$ cat config.mk
export PLATFORM = sky130hd
export DESIGN_NAME = servant_acc_wb
export DESIGN_NICKNAME = d
export VERILOG_FILES = /design/src/rtl/servant_acc_wb_pkg.sv /design/src/rtl/servant_acc_regs.sv /design/src/rtl/servant_acc_wb.sv
export SDC_FILE = /design/constraint.sdc
export NUM_CORES = 1
export LEC_CHECK = 0
export CAP_MARGIN = 20
export CORE_AREA = 2 2 107 109
export DETAILED_ROUTE_END_ITERATION = 7
export DIE_AREA = 0 0 109 111
export HOLD_SLACK_MARGIN = 0.12
export PLACE_DENSITY = 0.79
export SLEW_MARGIN = 20
export SYNTH_ARGS = -nofsm -noshare
export SYNTH_HDL_FRONTEND = slang
export SYNTH_HIERARCHICAL = 1
export SYNTH_SLANG_ARGS = --single-unit
$ cat constraint.sdc
create_clock -name i_clk -period 3.2 [get_ports i_clk]
set_input_delay 0.96 -clock i_clk [delete_from_list [all_inputs] [get_ports i_clk]]
set_output_delay 0.96 -clock i_clk [all_outputs]
set_load 0.02 [all_outputs]
$ cat src/rtl/servant_acc_wb_pkg.sv
// Shared definitions for the servant accelerator Wishbone slave.
// Holds the bus FSM state encoding, register offsets within the register
// region, CTRL/STATUS bit positions and the address bit that splits the
// register region from the BRAM window.
package servant_acc_wb_pkg;

  typedef enum logic [1:0] {
    ST_IDLE    = 2'd0,
    ST_RD_WAIT = 2'd1,
    ST_ACK     = 2'd2,
    ST_HOLD    = 2'd3
  } state_t;

  // Register offsets, selected by adr[3:2]
  localparam logic [1:0] REG_CTRL    = 2'd0;
  localparam logic [1:0] REG_STATUS  = 2'd1;
  localparam logic [1:0] REG_DONECNT = 2'd2;
  localparam logic [1:0] REG_SCRATCH = 2'd3;

  // CTRL bits (write-only)
  localparam int CTRL_START_BIT = 0;
  localparam int CTRL_CLR_BIT   = 1;

  // STATUS bits (read-only)
  localparam int STAT_BUSY_BIT = 0;
  localparam int STAT_DONE_BIT = 1;
  localparam int STAT_ERR_BIT  = 2;

  // adr[29] = 1 selects the BRAM window, 0 selects the registers
  localparam int REGION_BIT = 29;

endpackage

$ cat src/rtl/servant_acc_regs.sv
// Accelerator control/status register file.
// Ports:
//   i_clk, i_rst       clock, asynchronous active-high reset
//   i_wr               one-cycle register write strobe
//   i_sel              register offset (CTRL/STATUS/DONE_CNT/SCRATCH)
//   i_wdata            write data
//   i_acc_busy         accelerator running (level)
//   i_acc_done         accelerator finished (one-cycle pulse)
//   o_rdata            combinational read data for i_sel
//   o_acc_start        one-cycle start pulse, the cycle after a CTRL start write
module servant_acc_regs
  import servant_acc_wb_pkg::*;
#(
  parameter int CNT_W = 16
) (
  input  logic              i_clk,
  input  logic              i_rst,
  input  logic              i_wr,
  input  logic [1:0]        i_sel,
  input  logic [31:0]       i_wdata,
  input  logic              i_acc_busy,
  input  logic              i_acc_done,
  output logic [31:0]       o_rdata,
  output logic              o_acc_start
);

  logic             r_start;
  logic             r_done_flag;
  logic             r_start_err;
  logic [CNT_W-1:0] r_done_cnt;
  logic [31:0]      r_scratch;

  logic w_ctrl_wr;
  logic w_start_req;
  logic w_clr;
  logic w_cnt_wr;
  logic w_scr_wr;
  logic [CNT_W-1:0] w_done_inc;

  assign w_ctrl_wr   = i_wr && (i_sel == REG_CTRL);
  assign w_start_req = w_ctrl_wr && i_wdata[CTRL_START_BIT];
  assign w_clr       = w_ctrl_wr && i_wdata[CTRL_CLR_BIT];
  assign w_cnt_wr    = i_wr && (i_sel == REG_DONECNT);
  assign w_scr_wr    = i_wr && (i_sel == REG_SCRATCH);
  assign w_done_inc  = {{(CNT_W-1){1'b0}}, i_acc_done};

  // Control state: start pulse, sticky flags, done counter
  always_ff @(posedge i_clk or posedge i_rst) begin
    if (i_rst) begin
      r_start     <= 1'b0;
      r_done_flag <= 1'b0;
      r_start_err <= 1'b0;
      r_done_cnt  <= '0;
    end else begin
      r_start <= w_start_req && !i_acc_busy;
      // A start refused because of busy is recorded even if clear is also written
      if (w_start_req && i_acc_busy)
        r_start_err <= 1'b1;
      else if (w_clr)
        r_start_err <= 1'b0;
      // A done event beats a same-cycle clear
      if (i_acc_done)
        r_done_flag <= 1'b1;
      else if (w_clr)
        r_done_flag <= 1'b0;
      // A done coinciding with a counter write is counted on top of the new value
      if (w_cnt_wr)
        r_done_cnt <= i_wdata[CNT_W-1:0] + w_done_inc;
      else
        r_done_cnt <= r_done_cnt + w_done_inc;
    end
  end

  // Scratch is pure data and carries no reset
  always_ff @(posedge i_clk) begin
    if (w_scr_wr)
      r_scratch <= i_wdata;
  end

  always_comb begin
    o_rdata = '0;
    case (i_sel)
      REG_STATUS: begin
        o_rdata[STAT_BUSY_BIT] = i_acc_busy;
        o_rdata[STAT_DONE_BIT] = r_done_flag;
        o_rdata[STAT_ERR_BIT]  = r_start_err;
      end
      REG_DONECNT: o_rdata = 32'(r_done_cnt);
      REG_SCRATCH: o_rdata = r_scratch;
      default:     o_rdata = '0;
    endcase
  end

  assign o_acc_start = r_start;

endmodule

$ cat src/rtl/servant_acc_wb.sv
// Wishbone slave for the accelerator port of the servant bus mux.
// Decodes register accesses and a window onto the accelerator BRAM, and
// returns registered read data with a registered single-cycle ack.
// Ports:
//   i_clk, i_rst                 clock, asynchronous active-high reset
//   i_wb_adr/dat/we/cyc          Wishbone request from the mux
//   o_wb_rdt, o_wb_ack           registered read data and one-cycle ack
//   o_acc_start                  one-cycle accelerator start pulse
//   i_acc_busy, i_acc_done       accelerator status
//   o_bram_en/we/addr/wdata      BRAM port, driven in the request cycle
//   i_bram_rdata                 BRAM read data, valid RD_LAT cycles after en
module servant_acc_wb
  import servant_acc_wb_pkg::*;
#(
  parameter int BRAM_AW = 10,
  parameter int RD_LAT  = 1,
  parameter int CNT_W   = 16
) (
  input  logic               i_clk,
  input  logic               i_rst,
  input  logic [31:0]        i_wb_adr,
  input  logic [31:0]        i_wb_dat,
  input  logic               i_wb_we,
  input  logic               i_wb_cyc,
  output logic [31:0]        o_wb_rdt,
  output logic               o_wb_ack,
  output logic               o_acc_start,
  input  logic               i_acc_busy,
  input  logic               i_acc_done,
  output logic               o_bram_en,
  output logic               o_bram_we,
  output logic [BRAM_AW-1:0] o_bram_addr,
  output logic [31:0]        o_bram_wdata,
  input  logic [31:0]        i_bram_rdata
);

  localparam logic [1:0] LAT = 2'(RD_LAT);

  state_t      r_state;
  state_t      w_next;
  logic        r_ack;
  logic [31:0] r_rdt;
  logic [1:0]  r_rd_cnt;

  logic        w_is_bram;
  logic [1:0]  w_sel;
  logic        w_reg_wr;
  logic        w_reg_rd;
  logic        w_bram_cap;
  logic [31:0] w_reg_rdata;
  logic        w_unused;

  assign w_is_bram = i_wb_adr[REGION_BIT];
  assign w_sel     = i_wb_adr[3:2];
  assign w_unused  = ^i_wb_adr;

  servant_acc_regs #(.CNT_W(CNT_W)) u_regs (
    .i_clk       (i_clk),
    .i_rst       (i_rst),
    .i_wr        (w_reg_wr),
    .i_sel       (w_sel),
    .i_wdata     (i_wb_dat),
    .i_acc_busy  (i_acc_busy),
    .i_acc_done  (i_acc_done),
    .o_rdata     (w_reg_rdata),
    .o_acc_start (o_acc_start)
  );

  // Next state and request-cycle strobes
  always_comb begin
    w_next     = r_state;
    w_reg_wr   = 1'b0;
    w_reg_rd   = 1'b0;
    w_bram_cap = 1'b0;
    o_bram_en  = 1'b0;
    o_bram_we  = 1'b0;
    case (r_state)
      ST_IDLE: begin
        // BRAM strobes are combinational so the BRAM samples the address
        // on the same edge that leaves IDLE; keep them quiet under reset.
        if (i_wb_cyc && !i_rst) begin
          if (w_is_bram) begin
            o_bram_en = 1'b1;
            o_bram_we = i_wb_we;
          end else begin
            w_reg_wr = i_wb_we;
            w_reg_rd = !i_wb_we;
          end
        end
        if (i_wb_cyc)
          w_next = (w_is_bram && !i_wb_we) ? ST_RD_WAIT : ST_ACK;
      end
      ST_RD_WAIT: begin
        // A dropped cyc abandons the read without touching the read data
        if (!i_wb_cyc) begin
          w_next = ST_IDLE;
        end else if (r_rd_cnt == 2'd1) begin
          w_bram_cap = 1'b1;
          w_next     = ST_ACK;
        end
      end
      ST_ACK:  w_next = ST_HOLD;
      ST_HOLD: if (!i_wb_cyc) w_next = ST_IDLE;
      default: w_next = ST_IDLE;
    endcase
  end

  // State, ack, read data and BRAM latency counter
  always_ff @(posedge i_clk or posedge i_rst) begin
    if (i_rst) begin
      r_state  <= ST_IDLE;
      r_ack    <= 1'b0;
      r_rdt    <= '0;
      r_rd_cnt <= '0;
    end else begin
      r_state <= w_next;
      r_ack   <= (w_next == ST_ACK);
      if (w_reg_rd)
        r_rdt <= w_reg_rdata;
      else if (w_bram_cap)
        r_rdt <= i_bram_rdata;
      if (r_state == ST_IDLE)
        r_rd_cnt <= LAT;
      else if (r_state == ST_RD_WAIT)
        r_rd_cnt <= r_rd_cnt - 2'd1;
    end
  end

  assign o_wb_ack     = r_ack;
  assign o_wb_rdt     = r_rdt;
  assign o_bram_addr  = i_wb_adr[BRAM_AW+1:2];
  assign o_bram_wdata = i_wb_dat;

endmodule

# Word-level counts from Yosys, hierarchy flattened
# Cells that the tools add are included.
# Widths: inputs -> output; s select.
dict set report op_classes {
  n_eq_ne 8
  n_mux 31
  n_addsub 3
  n_reduce_logical 18
}
# operator n
set op_table {}
lappend op_table {{$mux 32} 2}
lappend op_table {{$pmux 29 s2} 1}
lappend op_table {{$add 16x1->16} 2}
lappend op_table {{$mux 1} 18}
lappend op_table {{$mux 16} 1}
lappend op_table {{$mux 2} 7}
lappend op_table {{$eq 2x2->1 const B} 5}
lappend op_table {{$logic_and 1x1->1} 9}
lappend op_table {{$pmux 3 s3} 1}
lappend op_table {{$pmux 2 s4} 1}
lappend op_table {{$reduce_bool 2->1} 4}
lappend op_table {{$eq 2x1->1 const B} 3}
lappend op_table {{$logic_not 2->1} 2}
lappend op_table {{$logic_not 1->1} 3}
lappend op_table {{$sub 2x1->2 const B} 1}
dict set report totals {
  out_inout_bits 78
  reg_bits 88
  elab_cells 69
}

# Depth between registers and ports, before layout
# Gate-level depths: netlist (run 1).
dict set report logic_depth {
  ltp_word 8
  ltp_mapped 13
}

# Cells and area by module
# Netlist (run 1), hierarchy kept.
# module area_each_um2 instances seq_area_each_um2 cells_per_inst
set by_module_without_submodules {}
lappend by_module_without_submodules {servant_acc_regs 2633.8 1 1436.4 221}
lappend by_module_without_submodules {servant_acc_wb 2048.2 1 925.9 176}

# Worst setup path before layout (run 1)
# Ideal clock, no wire load.
dict set report synth_path {
  path_type {input port to flip-flop}
  from {input port i_rst}
  to {register u_regs.r_done_cnt[10]}
  n_path_buf 2
  setup_time_ns 0.125
  arrival_time_ns 3.272
  required_ns 3.075
  setup_slack_ns -0.197
  cell_stages 13
  cell_sequence {nor4b_4 -> and3_2 -> and3b_1 -> buf_6 -> buf_2 -> nand2_1 -> nand2_1 -> ha_1 -> ha_1 -> nand2_1 -> nor4_1 -> a2bb2oi_1 -> xnor2_1}
}
dict set report synth_via {
  elab_chain_len 6
}
# element line
set synth_lines {}
lappend synth_lines {{start, declared} servant_acc_wb.sv:20} ;# input logic i_rst,
lappend synth_lines {{$logic_not 1->1 (no source line)} n/a}
lappend synth_lines {{$logic_and 1x1->1} servant_acc_wb.sv:81} ;# if (i_wb_cyc && !i_rst) begin
lappend synth_lines {{$mux 1} servant_acc_wb.sv:81}
lappend synth_lines {{$mux 1} servant_acc_wb.sv:77} ;# case (r_state)
lappend synth_lines {{net w_reg_wr} servant_acc_wb.sv:47} ;# logic w_reg_wr;
lappend synth_lines {{$logic_and 1x1->1} servant_acc_regs.sv:43} ;# assign w_cnt_wr = i_wr && (i_sel == REG_DONECNT);
lappend synth_lines {{$mux 16} servant_acc_regs.sv:67} ;# if (w_cnt_wr)
lappend synth_lines {{end signal, assigned} servant_acc_regs.sv:68} ;# r_done_cnt <= i_wdata[CNT_W-1:0] + w_done_inc;
lappend synth_lines {{end signal, assigned} servant_acc_regs.sv:70} ;# r_done_cnt <= r_done_cnt + w_done_inc;
lappend synth_lines {{end, declared} servant_acc_regs.sv:30} ;# logic [CNT_W-1:0] r_done_cnt;
# The timed path passes the listed nets, and every way through them passes these cells.
# A chain may end at the register's enable or synchronous reset.

# Worst setup path after layout (run 1)
dict set report layout_path {
  from {input port i_wb_cyc}
  to {output port o_bram_we}
}
dict set report layout_via {
  elab_chain_len 3
}
# element line
set layout_lines {}
lappend layout_lines {{start, declared} servant_acc_wb.sv:24} ;# input logic i_wb_cyc,
lappend layout_lines {{$logic_and 1x1->1} servant_acc_wb.sv:81}
lappend layout_lines {{$mux 1} servant_acc_wb.sv:81}
lappend layout_lines {{$mux 1} servant_acc_wb.sv:77}
lappend layout_lines {{end, declared} servant_acc_wb.sv:31} ;# output logic o_bram_we,
# Every way passes these cells.

==> impl_metrics.py, run 1 <==
metrics = {
    "status": {
        "status": "completed",
    },
    "floorplan": {
        "die_area_mm2": 0.01210,
        "coreArea_mm2": 0.01108,
        "ios": 180,
        "die_h_um": 111,
        "start_util": 0.4227,
        "die_width_um": 109,
        "rows": 39,
    },
    "drt": {
        "drc": 0,
        "drt_pass1_iterations": 4,
        "vias": 3553,
        "routed_via_density": 5.256,
        "wl_mm": 11.92,
        "postRouteAntennaNets": 0,
        "drt_iter0_drc": 334,
        "wl_per_cell_um": 17.64,
    },
    "critical_path": {
        "r2r-start": "r_state[1]",
        "slowest_stage": "clkdlybuf4s50_1",
        "slowest_delay_ns": 0.48,
        "crit_chain": "clkdlybuf4s50_1 -> nor4b_4 -> and3_2 -> clkdlybuf4s15_2",
        "start_kind": "primary input",
        "worstSetupStartpoint": "i_wb_cyc",
        "crit_path_end_kind": "output pin",
        "cp_data_arrival_time_ns": 2.16,
        "crit_required_ns": 2.24,
        "worstSetupPathType": "in2out",
        "critPathMaxFanout": 4,
    },
    "sta": {
        "post-route-period-util": 0.9746,
        "fin_worst_skew_ns": 0.004159,
        "finalSetupViolCount": 0,
        "slew_violations": 0,
        "fin_ws_ns": 0.08142,
        "relSlewSlack": 0.3771,
        "timing.final.crit_period_ns": 3.119,
        "fmax_mhz": 320.7,
        "tightest_slew_ns": 0.9344,
        "hold_violations": 0,
    },
    "layout": {
        "fin_nets": 633,
        "final_cells": 676,
        "nFillCells": 915,
        "area_growth_pct": 39.34,
        "layout_commonest_cell": "clkdlybuf4s50_1",
        "layout_common_cells": "138 x clkdlybuf4s50_1, 56 x dfrtp_1, 40 x buf_4",
        "diodes": 0,
        "drive_gt1_frac": 0.1670,
        "post-route-util": 0.5890,
    },
    "clocking": {
        "cts_tree": "yes",
        "clock-sinks": 88,
        "clockBufferDepth": 2,
        "htree_levels": 3,
        "clkLatencyLatePin_ns": 0.33,
        "cts_buffers": 9,
        "clock-root-buffer": "clkbuf_16",
        "path_clk_slew_ns": 0.06,
    },
    "synth": {
        "async_reset_ff_frac": 0.6364,
        "yosysWarnings": 6,
        "synthesis.nets": 502,
        "syn-cell-area_mm2": 0.004682,
        "synth_edf_count": 32,
        "yosys-top-cells-area": "dfrtp_1 30%, edfxtp_1 21%, buf_4 6.7%",
        "yosysTopAreaCellShare": 0.2993,
        "synth_seq_cells": 88,
        "ys.flop_type": "dfrtp_1",
        "ys_seq_area_frac": 0.5045,
        "synth_area_per_cell_um2": 11.79,
        "synth_top_area_cell": "dfrtp_1",
        "synth_cells": 397,
        "yosysUniqueCellTypes": 49,
    },
    "min_path": {
        "hp-start": "u_regs/r_done_flag",
        "hold_class": "reg2reg",
    },
    "place": {
        "place_ws_ns": -0.3411,
        "hpwl_mm": 8.582,
        "port_buffers": 142,
        "dpl.cell_count": 659,
        "gp_congestion": 0.8635,
    },
    "global_route": {
        "grt_pass1_vias": 3608,
        "grt_pass1_wl_mm": 18.51,
        "grtUsageTotal": 0.1988,
        "grt_max_degree": 38,
        "grt_overflow": 0,
        "antenna_found_initial": 0,
    },
    "power": {
        "power_density_mw_per_mm2": 636.4,
        "ir_worst_vdd_v": 0.0003024,
        "leakagePower_nw": 2.674,
        "design_power_total_mw": 4.151,
    },
    "run": {
        "drv_cap": 0,
    },
}
==> cell type report <==
class | count | area (um2) | area share
clock buffers | 14 | 274.0 | 0.04200
clock inverters | 2 | 11.26 | 0.001726
inverters | 10 | 37.54 | 0.005754
multi-input cells | 236 | 1918 | 0.2940
flip-flops and latches | 88 | 2362 | 0.3621
well taps | 143 | 178.9 | 0.02743
repair buffers | 183 | 1742 | 0.2670
==> state kept, by name (all words and copies together), names as in the netlist <==
signal	flops
u_regs/r_done_cnt	16
o_wb_rdt	32
r_state	2
u_regs/r_done_flag	1
r_rd_cnt	2
u_regs/r_scratch	32
u_regs/o_acc_start	1
u_regs/r_start_err	1
o_wb_ack	1
==> path summary, 6_finish.rpt <==
| check | endpoint | slack [ns] | cells after the start |
|---|---|---|---|
| max | o_bram_we | 0.08 | 4 |
| min | u_regs/r_done_flag | 0.48 | 1 |
| max reg2reg | u_regs/r_done_cnt[8] | 0.60 | 11 |
| min reg2reg | u_regs/r_done_flag | 0.48 | 1 |
| max in group asynchronous | u_regs/r_done_cnt[4] | 1.76 | 3 |
| min in group asynchronous | r_state[1] | 0.94 | 4 |
==> cell families after synthesis <==
group                      synth area share
adders and majority gates          0.008018
buffers and inverters                0.1080
muxes                               0.06494
xor gates and xnor gates            0.04302
DFF                                  0.5045
and+or+nand+nor                      0.1729
AOI/OAI and AO/OA                   0.09861
==> cell usage after synthesis, drive strengths merged (2+ instances only) <==
cell type	n
nor2b	14
edfxtp	32
a221o	31
xor2	7
nand4	9
mux2	3
buf	55
nand2	15
o21ai	2
nor4	4
nand3	12
clkbuf	8
and3	23
mux2i	27
or4	2
ha	3
nor2	6
dfrtp	56
nor3	6
a22o	5
inv	10
xnor2	16
and2	32
a22oi	2
==> timing repair <==
| action | CTS | global route |
|---|---|---|
| setup buffers | 1 | 0 |
| pin swaps | 2 | 3 |
| hold buffers | 0 | 0 |
| endpoints found under the setup margin | 5 | 9 |
| endpoints found under the hold margin | 0 | 0 |
| resized for setup | 7 | 8 |
==> per-stage QoR <==
step	hold slack, ns	instance area [um2]	setup TNS (ns)
2_1_floorplan	0.4452	4748	0
3_3_place_gp	0.4645	6182	-2.960
3_5_place_dp	0.4670	6182	-3.759
4_1_cts	0.4807	6486	0
5_1_grt	0.5147	6524	-0.01214
6_report	0.4761	6524	0
==> layer usage <==
metal / track usage / vias to the layer above / routed length, um
met3: 0.04468 / 16 / 655
met5: 0 / - / 0
met4: 0.06752 / 0 / 212
li1: - / 1672 / -
met2: 0.3308 / 112 / 5942
met1: 0.2532 / 1753 / 5111
==> worst max-delay path: cells and delay by family <==
kind	cells	cell delay, ns
buffers and inverters	2	0.73
and+or+nand+nor	2	0.46
==> where the power goes <==
group          total (mW)  switching (mW)  internal (mW)
Clock               0.996           0.407          0.590
Sequential           1.68           0.240           1.44
Combinational        1.48           0.680          0.795
(Power assumes the default switching activity.)
==> run 2, diff against run 1 <==
ABC_AREA = 0   (was not set)
RECOVER_POWER = 100   (was not set)
==> impl_metrics.py, run 2 (synthesis results as in run 1) <==
metrics = {
    "run": {
        "drv_cap": 0,
    },
    "layout": {
        "diodes": 0,
        "final_cells": 676,
        "post-route-util": 0.5842,
        "layout_common_cells": "73 x dlygate4sd3_1, 65 x clkdlybuf4s50_1, 56 x dfrtp_1",
        "final_area_mm2": 0.006471,
        "layout_commonest_cell": "dlygate4sd3_1",
        "nFillCells": 928,
        "area_growth_pct": 38.21,
        "drive_gt1_frac": 0.1520,
        "fin_nets": 633,
    },
    "clocking": {
        "htree_levels": 3,
        "cts_tree": "yes",
        "ctsHoldBuffers": 0,
        "clkLatencyLatePin_ns": 0.33,
        "clockBufferDepth": 2,
        "clock-root-buffer": "clkbuf_16",
        "clock-sinks": 88,
        "path_clk_slew_ns": 0.06,
        "cts_buffers": 9,
    },
    "place": {
        "port_buffers": 142,
        "gp_congestion": 0.8635,
        "hpwl_mm": 8.582,
        "placed_area_mm2": 0.006182,
        "place_ws_ns": -0.3411,
        "dpl.cell_count": 659,
    },
    "global_route": {
        "grt_overflow": 0,
        "grt_max_degree": 38,
        "grt_pass1_vias": 3608,
        "grt_pass1_wl_mm": 18.51,
        "grtUsageTotal": 0.1988,
        "antenna_found_initial": 0,
    },
    "critical_path": {
        "critPathMaxFanout": 2,
        "timing.critical_path.buf_inv": 2,
        "cp_data_arrival_time_ns": 2.21,
        "crit_family": "buffers and inverters",
        "crit_chain": "dlygate4sd3_1 -> clkdlybuf4s50_1",
        "r2r_slack_ns": 0.59,
        "crit_required_ns": 2.24,
        "start_kind": "primary input",
        "r2r-start": "r_state[1]",
        "slowest_stage": "clkdlybuf4s50_1",
        "slowest_delay_ns": 0.63,
        "r2r-end": "u_regs/r_done_cnt[8]",
        "worstSetupPathType": "in2out",
        "r2r_cells": 11,
        "crit_path_end_kind": "output pin",
    },
    "sta": {
        "fin_worst_skew_ns": 0.004155,
        "fin_setup_tns_ns": 0,
        "finalSetupViolCount": 0,
        "fmax_mhz": 315.1,
        "fin_ws_ns": 0.02659,
        "hold_violations": 0,
        "timing.final.crit_period_ns": 3.173,
        "hold_ws_ns": 0.4748,
        "post-route-period-util": 0.9917,
        "slew_violations": 0,
        "tightest_slew_ns": 0.9451,
        "relSlewSlack": 0.3700,
    },
    "drt": {
        "wl_mm": 11.91,
        "drc": 0,
        "drt_pass1_iterations": 4,
        "drt_iter0_drc": 307,
        "wl_per_cell_um": 17.62,
        "postRouteAntennaNets": 0,
        "vias": 3584,
        "routed_via_density": 5.302,
    },
    "floorplan": {
        "coreArea_mm2": 0.01108,
        "die_width_um": 109,
        "rows": 39,
        "die_h_um": 111,
        "die_area_mm2": 0.01210,
        "ios": 180,
        "start_util": 0.4227,
    },
    "power": {
        "design_power_total_mw": 4.059,
        "ir_worst_vdd_v": 0.0002824,
        "power_density_mw_per_mm2": 627.3,
        "leakagePower_nw": 2.700,
    },
    "status": {
        "status": "completed",
    },
    "min_path": {
        "hp-start": "u_regs/r_done_flag",
        "hold-path-cell-count": 1,
        "hold_class": "reg2reg",
        "hold_end": "u_regs/r_done_flag",
    },
}
-- run 2: cell types whose count changed in the layout (fill, tap and decap cells not counted), sizes merged --
cell / delta
dlygate4sd3: +73
clkdlybuf4s25: +1
clkbuf: +11
buf: -11
dlymetal6s2s: -1
clkdlybuf4s50: -73
-- run 2: metal layers --
layer,routed length (um),up-vias,GRT usage,share of wire
li1,-,1675,-,-
met1,5030,1773,0.2532,0.42
met2,5967,120,0.3308,0.50
met3,697,16,0.04468,0.059
met4,214,0,0.06752,0.018
met5,0,-,0,0
-- run 2: layout make-up --
class	instances	area (um2)	area share
clock buffers	14	274.0	0.04234
clock inverters	2	11.26	0.001740
inverters	10	37.54	0.005800
multi-input cells	236	1918	0.2964
flip-flops and latches	88	2362	0.3650
well taps	143	178.9	0.02765
repair buffers	183	1689	0.2610
-- run 2: how the worst max path moves through the flow --
stage                            from               endpoint  slack (ns)  cells past startpoint
after floorplan                 i_rst  u_regs/r_done_cnt[13]        0.02                     12
after global placement          i_rst              o_bram_we       -0.29                      4
after detailed placement        i_rst  u_regs/r_done_cnt[10]       -0.34                     12
after CTS                       i_rst              o_bram_we       0.003                      4
after global routing         i_wb_cyc   u_regs/r_done_cnt[8]       -0.01                     12
final                     i_wb_dat[8]        o_bram_wdata[8]        0.03                      2
-- run 2: report_power, final --
part           switching [mW]  internal (mW)  leakage [nW]
clock network           0.404          0.589         0.143
registers               0.233           1.44         0.998
logic                   0.679          0.715          1.56
total                    1.32           2.74          2.70
-- run 2: what timing repair did --
| action | in CTS | in global routing |
|---|---|---|
| setup endpoints to repair | 5 | 9 |
| setup buffers | 1 | 0 |
| pin swaps | 2 | 3 |
| resized for setup | 7 | 8 |
==> RTL edit, RTL diff (config.mk and constraints of run 1) <==
Reset style: synchronous (`i_rst`), changed in 2 clocked blocks. Comments in the files are not updated.
--- a/src/rtl/servant_acc_regs.sv
+++ b/src/rtl/servant_acc_regs.sv
@@ -46,5 +46,5 @@
 
   // Control state: start pulse, sticky flags, done counter
-  always_ff @(posedge i_clk or posedge i_rst) begin
+  always_ff @(posedge i_clk) begin
     if (i_rst) begin
       r_start     <= 1'b0;
--- a/src/rtl/servant_acc_wb.sv
+++ b/src/rtl/servant_acc_wb.sv
@@ -107,5 +107,5 @@
 
   // State, ack, read data and BRAM latency counter
-  always_ff @(posedge i_clk or posedge i_rst) begin
+  always_ff @(posedge i_clk) begin
     if (i_rst) begin
       r_state  <= ST_IDLE;
Behaviour: differs if i_rst is asserted again (counterexample within 4 cycles, from zero or initial values and one cycle with i_rst high); with i_rst held inactive, the same outputs for 10 cycles.
==> RTL edit against run 1 <==
Area after synthesis increased by 4.4%. Sequential cell count unchanged. Routed wire length grew 7.4%. Global-route usage is 1.3 points higher. Die area did not move. Cell area grew 2.3%. Worst setup slack got worse by 0.011 ns. Critical endpoint is now o_bram_addr[0]. Highest routed layer unchanged.
Power is not compared: it rests on default switching activity, and its combinational part moved more than twofold at a synthesized area within 25%.
==> RTL edit: results (changes against run 1) <==
===========================================================================
Placer congestion estimate ...................................        0.872   was 0.864
Clock network contribution to total cell area ................        4.54%   was 4.37%
GRT Overall Usage ............................................        21.2%   was 19.9%
Hold slack final .............................................     0.490 ns   was 0.476 ns
Cell count after synthesis ...................................          496   was 397
End point of the critical path ............................... o_bram_addr[0]   was o_bram_we
Number of placed instances with taps included ................          749   was 659
Total of plain and repair buffers excluding clock buffers ....          185   was 183
Start point of the worst min-delay path ......................  r_rd_cnt[1]   was u_regs/r_done_flag
Worst-path fanout max ........................................            5   was 4
End point of the worst hold path .............................  r_rd_cnt[1]   was u_regs/r_done_flag
Async set-or-reset flop fraction in the synthesized netlist ..           0%   was 63.6%
Fraction of final layout cells sized beyond drive strength 1 .        20.1%   was 16.7%
Violation count after the first detailed-routing iteration ...          212   was 334
Setup slack of the worst register-to-register path ...........      0.54 ns   was 0.60 ns
Fin nets .....................................................          723   was 633
Sequential-to-total area share from yosys stat ...............        42.6%   was 50.5%
Yosys top cell area share ....................................        22.9%   was 29.9%
Start of the worst register-to-register path .................   r_state[1]   unchanged
Run status ...................................................    completed   unchanged
Leading cell types by count after synthesis .................. 89 x nand2_1, 56 x dfxtp_1, 44 x nor2_1, 43 x buf_4   was 56 x dfrtp_1, 42 x buf_4, 32 x edfxtp_1, 31 x and2_1, 30 x a221o_1
Vias per Instance ............................................         5.40   was 5.26
DP Worst Slack ...............................................    -0.422 ns   was -0.341 ns
FF/Latch Area ................................................   2080 sq um   was 2360 sq um
Multi-input gate area in the final layout ....................   2340 sq um   was 1920 sq um
Length of the first detailed-routing pass in iterations ......            5   was 4
Post-CTS Resized .............................................            9   was 7
Pin count of the biggest net entering global routing .........           65   was 38
Proportion of final cell area spent on non-clock buffers .....        26.3%   was 26.7%
Nets in the synthesized netlist ..............................          601   was 502
Number of global-route vias before repair ....................        4,128   was 3,608
HPWL after detailed placement ................................ 8970 microns   was 8580 microns
Final antenna diode count ....................................            0   unchanged
Crit path from ...............................................  i_wb_adr[2]   was i_wb_cyc
Non-clock inverter instance count of the final layout ........            5   was 10
Routed wirelength normalized by instance count ............... 16.7 microns   was 17.6 microns
Final routed wirelength across all metal layers .............. 12,800 microns   was 11,900 microns
Worst Max-Slew Pin Slew ......................................     0.807 ns   was 0.934 ns
Reg2Reg Depth ................................................           12   was 11
Cells taking the most area after synthesis ................... dfxtp_1 23%, edfxtp_1 20%, a311oi_2 9.8%   was dfrtp_1 30%, edfxtp_1 21%, buf_4 6.7%
Achievable frequency .........................................      320 MHz   was 321 MHz
Number of buffers added on ports .............................          142   unchanged
Fill cell count ..............................................          909   was 915
Maximum clock skew at final layout ...........................    0.0147 ns   was 0.00416 ns
First-pass GRT wire length ................................... 20,300 microns   was 18,500 microns
CP peak stage delay ..........................................      0.64 ns   was 0.48 ns
Multi-input gate count .......................................          329   was 236
Count of unique library cells instantiated by Yosys ..........           52   was 49
Reg2Reg Capture Point ........................................ u_regs/r_done_cnt[12]   was u_regs/r_done_cnt[8]
Count of clock buffers in the final design ...................           10   was 14
Area growth from synthesis to layout .........................        36.5%   was 39.3%
===========================================================================
[RTL edit: cell types whose count changed after synthesis, moves of 13 or more]
cell | before | now
a221o_1 | 30 | 0
a311oi_2 | 0 | 32
and2_1 | 31 | 2
dfrtp_1 | 56 | 0
dfxtp_1 | 0 | 56
nand2_1 | 15 | 89
nor2_1 | 6 | 44
xnor2_1 | 16 | 3
[RTL edit: logic make-up (layout without fill, tap and decap cells)]
logic type | count (synthesis) | count (layout) | synth area share [%]
multiplexers | 39 | 39 | 8.19
XOR/XNOR | 4 | 4 | 0.717
AO/OA/AOI/OAI | 63 | 63 | 14.4
AND/OR/NAND/NOR | 220 | 220 | 22.4
flip-flops | 88 | 88 | 42.6
buffers and inverters | 79 | 206 | 11.0
adder cells (fa/ha/maj) | 3 | 3 | 0.768
[RTL edit: routing by layer]
layer	global-route usage (%)	vias up	routed length, microns
met4	7.44	0	261
met1	28.3	1988	5580
li1	-	1974	-
met2	34.4	151	6280
met3	3.47	22	690
met5	0	-	0
